$ cat src/rtl/fxdpt_div_unit_pkg.sv
// Shared types and constants for the fixed-point radix-2 divider.
package fxdpt_div_unit_pkg;

    localparam int FXDPT_W     = 32;
    localparam int DIV_LATENCY = FXDPT_W + 2;

    typedef enum logic [1:0] {
        IDLE = 2'd0,
        CALC = 2'd1,
        FIX  = 2'd2,
        DONE = 2'd3
    } fxdpt_div_state_e;

endpackage

$ cat src/rtl/fxdpt_div_step.sv
// One combinational non-restoring division step on a W+1 bit partial remainder.
module fxdpt_div_step #(
    parameter int W = 32
) (
    input  logic [W:0]   rem_in,
    input  logic [W-1:0] div,
    input  logic         bit_in,
    output logic [W:0]   rem_out,
    output logic         q_bit
);

    logic [W:0] shifted;

    // Wraparound of the shifted value is harmless: the true result always lies in [-div, div).
    always_comb begin
        shifted = {rem_in[W-1:0], bit_in};
        if (rem_in[W])
            rem_out = shifted + {1'b0, div};
        else
            rem_out = shifted - {1'b0, div};
        q_bit = ~rem_out[W];
    end

endmodule

$ cat src/rtl/fxdpt_div_unit.sv
// Multi-cycle radix-2 non-restoring divider (divw/divwu) with remainder and overflow flag.
// Optional FXDPT_DIV_EARLY_OUT_EN: special cases, b==1 and a==0 complete in one cycle.
module fxdpt_div_unit
    import fxdpt_div_unit_pkg::*;
#(
    parameter int W = 32
) (
    input  logic         clk,
    input  logic         reset,
    input  logic         start,
    input  logic         is_signed,
    input  logic [W-1:0] a,
    input  logic [W-1:0] b,
    input  logic         flush,
    output logic         ready,
    output logic         busy,
    output logic         valid,
    output logic [W-1:0] quot,
    output logic [W-1:0] rem,
    output logic         ov
);

    localparam int CNT_W = $clog2(W);

    fxdpt_div_state_e state;
    logic [CNT_W-1:0] cnt;
    logic [W:0]       pr, pr_nxt;
    logic [W-1:0]     dvd, dvs;
    logic             neg_q, neg_r, special;
    logic             q_bit;

    logic             a_neg, b_neg, is_special, accept;
    logic [W-1:0]     abs_a, abs_b, r_fix;

    assign ready  = (state == IDLE) || (state == DONE);
    assign busy   = (state == CALC) || (state == FIX);
    assign accept = start && ready && !flush;

    assign a_neg      = is_signed && a[W-1];
    assign b_neg      = is_signed && b[W-1];
    assign abs_a      = a_neg ? -a : a;
    assign abs_b      = b_neg ? -b : b;
    assign is_special = (b == '0) || (is_signed && (a == {1'b1, {(W-1){1'b0}}}) && (b == '1));

    // Final positive remainder is below the divisor, so W bits suffice.
    assign r_fix = pr[W] ? (pr[W-1:0] + dvs) : pr[W-1:0];

`ifdef FXDPT_DIV_EARLY_OUT_EN
    logic         early_out;
    logic [W-1:0] early_q;
    assign early_out = is_special || (b == W'(1)) || (a == '0);
    assign early_q   = (!is_special && (b == W'(1))) ? a : '0;
`endif

    fxdpt_div_step #(.W(W)) u_step (
        .rem_in  (pr),
        .div     (dvs),
        .bit_in  (dvd[W-1]),
        .rem_out (pr_nxt),
        .q_bit   (q_bit)
    );

    always_ff @(posedge clk) begin
        if (reset) begin
            state   <= IDLE;
            valid   <= 1'b0;
            quot    <= '0;
            rem     <= '0;
            ov      <= 1'b0;
            cnt     <= '0;
            pr      <= '0;
            dvd     <= '0;
            dvs     <= '0;
            neg_q   <= 1'b0;
            neg_r   <= 1'b0;
            special <= 1'b0;
        end else begin
            valid <= 1'b0;
            unique case (state)
                IDLE, DONE: begin
                    if (accept) begin
                        pr      <= '0;
                        dvd     <= abs_a;
                        dvs     <= abs_b;
                        cnt     <= CNT_W'(W - 1);
                        neg_q   <= a_neg ^ b_neg;
                        neg_r   <= a_neg;
                        special <= is_special;
`ifdef FXDPT_DIV_EARLY_OUT_EN
                        if (early_out) begin
                            state <= DONE;
                            valid <= 1'b1;
                            quot  <= early_q;
                            rem   <= '0;
                            ov    <= is_special;
                        end else begin
                            state <= CALC;
                        end
`else
                        state <= CALC;
`endif
                    end else begin
                        state <= IDLE;
                    end
                end
                CALC: begin
                    if (flush) begin
                        state <= IDLE;
                    end else begin
                        pr  <= pr_nxt;
                        dvd <= {dvd[W-2:0], q_bit};
                        cnt <= cnt - 1'b1;
                        if (cnt == '0)
                            state <= FIX;
                    end
                end
                FIX: begin
                    if (flush) begin
                        state <= IDLE;
                    end else begin
                        // dvd now holds the unsigned quotient magnitude
                        quot  <= special ? '0 : (neg_q ? -dvd : dvd);
                        rem   <= special ? '0 : (neg_r ? -r_fix : r_fix);
                        ov    <= special;
                        valid <= 1'b1;
                        state <= DONE;
                    end
                end
                default: state <= IDLE;
            endcase
        end
    end

endmodule

$ cat config.mk
export PLATFORM = sky130hd
export DESIGN_NAME = fxdpt_div_unit
export DESIGN_NICKNAME = d
export VERILOG_FILES = /design/src/rtl/fxdpt_div_unit_pkg.sv /design/src/rtl/fxdpt_div_step.sv /design/src/rtl/fxdpt_div_unit.sv
export SDC_FILE = /design/constraint.sdc
export NUM_CORES = 1
export LEC_CHECK = 0
export CELL_PAD_IN_SITES_DETAIL_PLACEMENT = 1
export CELL_PAD_IN_SITES_GLOBAL_PLACEMENT = 1
export CORE_ASPECT_RATIO = 1.4
export CORE_MARGIN = 3
export CORE_UTILIZATION = 45
export DETAILED_ROUTE_END_ITERATION = 10
export HOLD_SLACK_MARGIN = 0.1
export PLACE_DENSITY_LB_ADDON = 0.1
export SLEW_MARGIN = 25
export SYNTH_ARGS = -nofsm -noshare
export SYNTH_HDL_FRONTEND = slang
export SYNTH_SLANG_ARGS = --single-unit
$ cat constraint.sdc
create_clock -name clk -period 14.4 [get_ports clk]
set_input_delay 3.6 -clock clk [delete_from_list [all_inputs] [get_ports clk]]
set_output_delay 3.6 -clock clk [all_outputs]
set_load 0.1 [all_outputs]
[Yosys cells after proc, flatten, opt, wreduce, memory -nomap -nowiden]
Index checks and enable logic that the tools add are counted.
Cells by class
  $add $sub $neg: 8
  $mul: 0
  divide/modulo/power cells: 0
  order comparisons: 0
  eq/ne operators: 8
  shift-type cells: 0
  multiplexer cells: 23
  bitwise operators: 4
  reduce and logical (&&, ||, !) cells: 19
Operators by type and width (number)
  $mux W32: 9
  $neg A32 Y32: 4
  $mux W33: 3
  $pmux W33 S2: 1
  $eq A32 B32 Y1 const B: 2
  $pmux W32 S2: 1
  $add A33 B32 Y33: 1
  $sub A33 B32 Y33: 1
  $add A32 B32 Y32: 1
  $logic_not A32 Y1: 1
  $mux W5: 2
  $pmux W5 S2: 1
  $logic_and A1 B1 Y1: 6
  $mux W2: 3
  $pmux W2 S3: 1
  $logic_not A5 Y1: 1
  $sub A5 B1 Y5 const B: 1
  $eq A2 B2 Y1 const B: 2
  $ne A2 B2 Y1 const B: 2
  $reduce_and A2 Y1: 2
  $reduce_or A2 Y1: 2
  $logic_or A1 B1 Y1: 3
  $ne A3 B2 Y1 const B: 1
  $not A1 Y1: 3
  other kinds (7): 8
Word-level totals
  register bits: 173
  bits in latches: 0
  RAM bits: 0
  bits in read-only memories: 0
  input port bits: 69
  output and inout bits: 68
  memories: 0

[Depth between registers and ports, before layout]
  word-level depth: 6
  gate-level depth with buffers: 22
  mapped depth without buffers: 20

[Cells and area by module]
From an unflattened synthesis, not the netlist that was laid out.
Second synthesis, totals
  cell total of the unflattened synthesis: 1797
  area total of the unflattened synthesis: 13340.3 sq um
By module, submodules not included
  fxdpt_div_unit: instances 1, cells an instance 1471, area each 11030.6 sq um
  fxdpt_div_step: instances 1, cells an instance 326, area each 2309.7 sq um

[Worst setup path before layout]
No wires, ideal clock.
  path kind: input to register
  start point: input b[8]
  end point: register dvs[30]
  data arrival time: 5.892 ns
  data required time: 14.314 ns
  setup slack: 8.422 ns
  cell stages on the path: 10
  path through: or4_1 or3_1 nor3_1 nand2_1 nor4_1 nor2b_1 nand2_1 o31ai_1 xor2_1 a211oi_1
Between the ends
  cells in the longest elaborated chain, start to end: 2
Ends and longest elaborated chain
  from (decl): line fxdpt_div_unit.sv:13  | input logic [W-1:0] b,
  $neg A32 Y32: line fxdpt_div_unit.sv:42  | assign abs_b = b_neg ? -b : b;
  $mux W32: line fxdpt_div_unit.sv:42
  to (signal assigned): line fxdpt_div_unit.sv:84  | dvs <= abs_b;
  to (decl): line fxdpt_div_unit.sv:28  | logic [W-1:0] dvd, dvs;
No other way between the ends.
A chain may end at the register's enable or synchronous reset.

[Final worst setup path]
Same ends and word-level chain as after synthesis.

==> key figures <==
Status
  – Status: finished, final reports clean

Floorplan
  – Starting density of the core: 46.23%
  – Std cell rows: 73
  – Die area: roughly 0.032 sq mm
  – Die height: approximately 210 microns
  – Die X: around 150 microns
  – Core Region: 0.02877 sq mm
  – # IOs: 137

Cells and area
  – Final Cell Area: 0.01553 sq mm
  – Synthesis-to-layout area growth: 16.79%
  – Share of layout cells above drive strength 1: 5.141%
  – Fill cells: around 3600
  – Nets: 1940
  – Post-Layout Cell Count: ~2200
  – Ant. Diodes: 0
  – Fin util: 53.99%

Yosys
  – Seq/Total Area, Yosys: 26.04%
  – Post-synth top cells: 196 x nor2_1, 173 x dfxtp_1, 145 x nand2_1, 126 x a21oi_1, 111 x xnor2_1
  – Synth cell types: 79
  – Synth area leaders: dfxtp_1 26%, xnor2_1 7.3%, ha_1 6.9%
  – Most instantiated library cell after synthesis: nor2_1
  – Yosys top cell by area: dfxtp_1
  – Mapped Cells: 1718
  – Synthesized area: 0.01330 sq mm
  – Mapped Avg Cell Area: just under 8 sq um
  – Synth Flop Type: dfxtp_1
  – Post-synth EDFFs: 0
  – Syn Nets: 1862
  – Register bit count reported by yosys: 173
  – Post-synthesis async set-or-reset flop share: 0%
  – Synthesis Warnings: 0
  – Top-area cell type share of the netlist area: a little over a quarter

STA
  – Final Skew: between 0.015 and 0.02 ns
  – Pins Over Slew Limit: 0
  – Sum Neg Setup Slack: 0 ns
  – Hold Vio Cnt, Final: 0
  – Achievable Freq: 154.1 MHz
  – Fin crit share: 45.05%
  – Setup WS post-layout: 7.912 ns
  – Min Tclk post-route: 6.488 ns
  – RSZ-0062 raised after global routing: false
  – Slew at the pin closest to its max-slew limit: between 1 and 1.5 ns
  – Final hold slack: 0.4668 ns
  – Slew headroom: 31.44%
  – # setup viols final: 0

Setup path
  – Worst Path Arrival: 6.85 ns
  – Crit path launch type: input port
  – Crit path max fanout: 4
  – Crit path kind: input port to register
  – Required time of the worst setup path: 14.76 ns
  – Crit. End Element: register

Global routing
  – Vias in the first global route: about 14000
  – Initial antenna violation count: 0
  – Total GRT Usage: 29.58%
  – Gr ovfl total: 0
  – Largest net degree at the start of global routing: between 90 and 100
  – Global-route wire length before repair: approximately 74000 microns

Pwr
  – Pleak: 5.658 nW
  – Total Power: 1.352 mW
  – Max rail drop VDD: roughly 0.075 mV
  – Power Dens Cells: around 87 mW/mm^2

CTS
  – Post-CTS sizing: 0
  – CTS tree: yes
  – CTS H-tree depth: 4
  – Worst-Skew Late Latency: 0.46 ns
  – Clock buffer depth: 2
  – Clock root buffer master: clkbuf_16
  – Hold buffers post-CTS: 0
  – Clk sink count: between 150 and 200
  – # Post-CTS Setup Buffers: 0
  – CTS buffer count: 17
  – Clock transition at path regs: 0.07 ns

Routing
  – Vias/cell: around 6
  – Antenna viol nets, final: 0
  – Drt first pass iters: 5
  – Vias post-DR: 13480
  – Total Routed Length: 47240 microns
  – Wire per inst: 21.63 microns
  – Detailed router's first-iteration violation count: between 400 and 500
  – Residual DRC: 0

Placement
  – Hpwl dp: 36360 microns
  – Place WS: 7.427 ns
  – DP Area: 0.01491 sq mm
  – Routability cong.: ~0.90
  – Inst Count DP: ~2200
  – Port bufs: about 140

Run
  – Max Cap Viol: 0

Min path
  – Hold WC Path Type: register to register
[where the power goes]
group | internal (mW) | switching, mW | total (mW)
Combinational | 0.139 | 0.205 | 0.344
Clock | 0.260 | 0.217 | 0.477
Sequential | 0.495 | 0.0359 | 0.531
Total | 0.894 | 0.458 | 1.35
[cells in the final DEF, fill, tap and decap left out, types with 40 or more instances in the layout]
master / netlist / layout
nand2_1: 145 / 145
a21oi_1: 126 / 126
clkdlybuf4s50_1: 0 / 135
inv_1: 40 / 40
a22oi_1: 63 / 63
nor3_1: 51 / 50
xnor2_1: 111 / 111
dfxtp_1: 173 / 171
o21ai_0: 108 / 108
xor2_1: 78 / 78
ha_1: 73 / 73
nor2_1: 196 / 192
a211oi_1: 44 / 44
[final timing paths]
path	startpoint	to	slack [ns]	depth (start not counted)
worst max-delay path	b[8]	dvs[30]$_SDFFE_PP0P_	7.91	11
worst min-delay path	ov$_SDFFE_PP0P_	ov$_SDFFE_PP0P_	0.47	2
worst max register to register	pr[32]$_SDFFE_PP0P_	pr[32]$_SDFFE_PP0P_	8.96	16
worst min register to register	ov$_SDFFE_PP0P_	ov$_SDFFE_PP0P_	0.47	2
[flip-flops by register name, indices dropped and copies added (netlist names)]
| register | count |
|---|---|
| special | 1 |
| neg_q | 1 |
| cnt | 5 |
| quot | 32 |
| neg_r | 1 |
| state | 2 |
| dvs | 32 |
| dvd | 32 |
| pr | 33 |
| rem | 32 |
| ov | 1 |
| valid | 1 |
[worst max-delay path, stage by stage]
cell and delay (ns):
clkdlybuf4s50_1 0.48, or4_1 0.58, or3_1 0.38, nor3_1 0.19, nand2_1 0.10, nor4_1 0.40
nor2b_1 0.31, nand2_1 0.15, o31ai_1 0.30, xor2_1 0.11, a211oi_1 0.25
[area by class of cell]
cell class,count,area (sq um),area share [%]
Tap cell,375,469.2,3.021
Multi-Input combinational cell,1414,9379,60.38
Clock inverter,14,156.4,1.007
Clock buffer,18,429.2,2.763
Inverter,40,150.1,0.9666
Timing Repair Buffer,150,1484,9.553
Sequential cell,173,3466,22.31
[metal layers]
layer | share of wire (%) | vias up | GRT usage, %
met2 | 55 | 261 | 56.64
met3 | 2.3 | 146 | 3.499
met4 | 7.3 | 0 | 19.87
met5 | 0 | - | 0
li1 | - | 6481 | -
met1 | 36 | 6594 | 28.77
[logic make-up (layout without fill, tap and decap cells)]
family / count (synthesis) / count (layout) / share of synthesized area, %
muxes: 17 / 17 / 1.355
adders and majority gates: 75 / 75 / 7.168
xor gates and xnor gates: 189 / 189 / 12.45
and+or+nand+nor: 575 / 575 / 20.65
buffers and inverters: 131 / 222 / 3.725
DFF: 173 / 173 / 26.04
AOI/OAI and AO/OA: 558 / 558 / 28.62
Power figures use the tool's default switching activity.
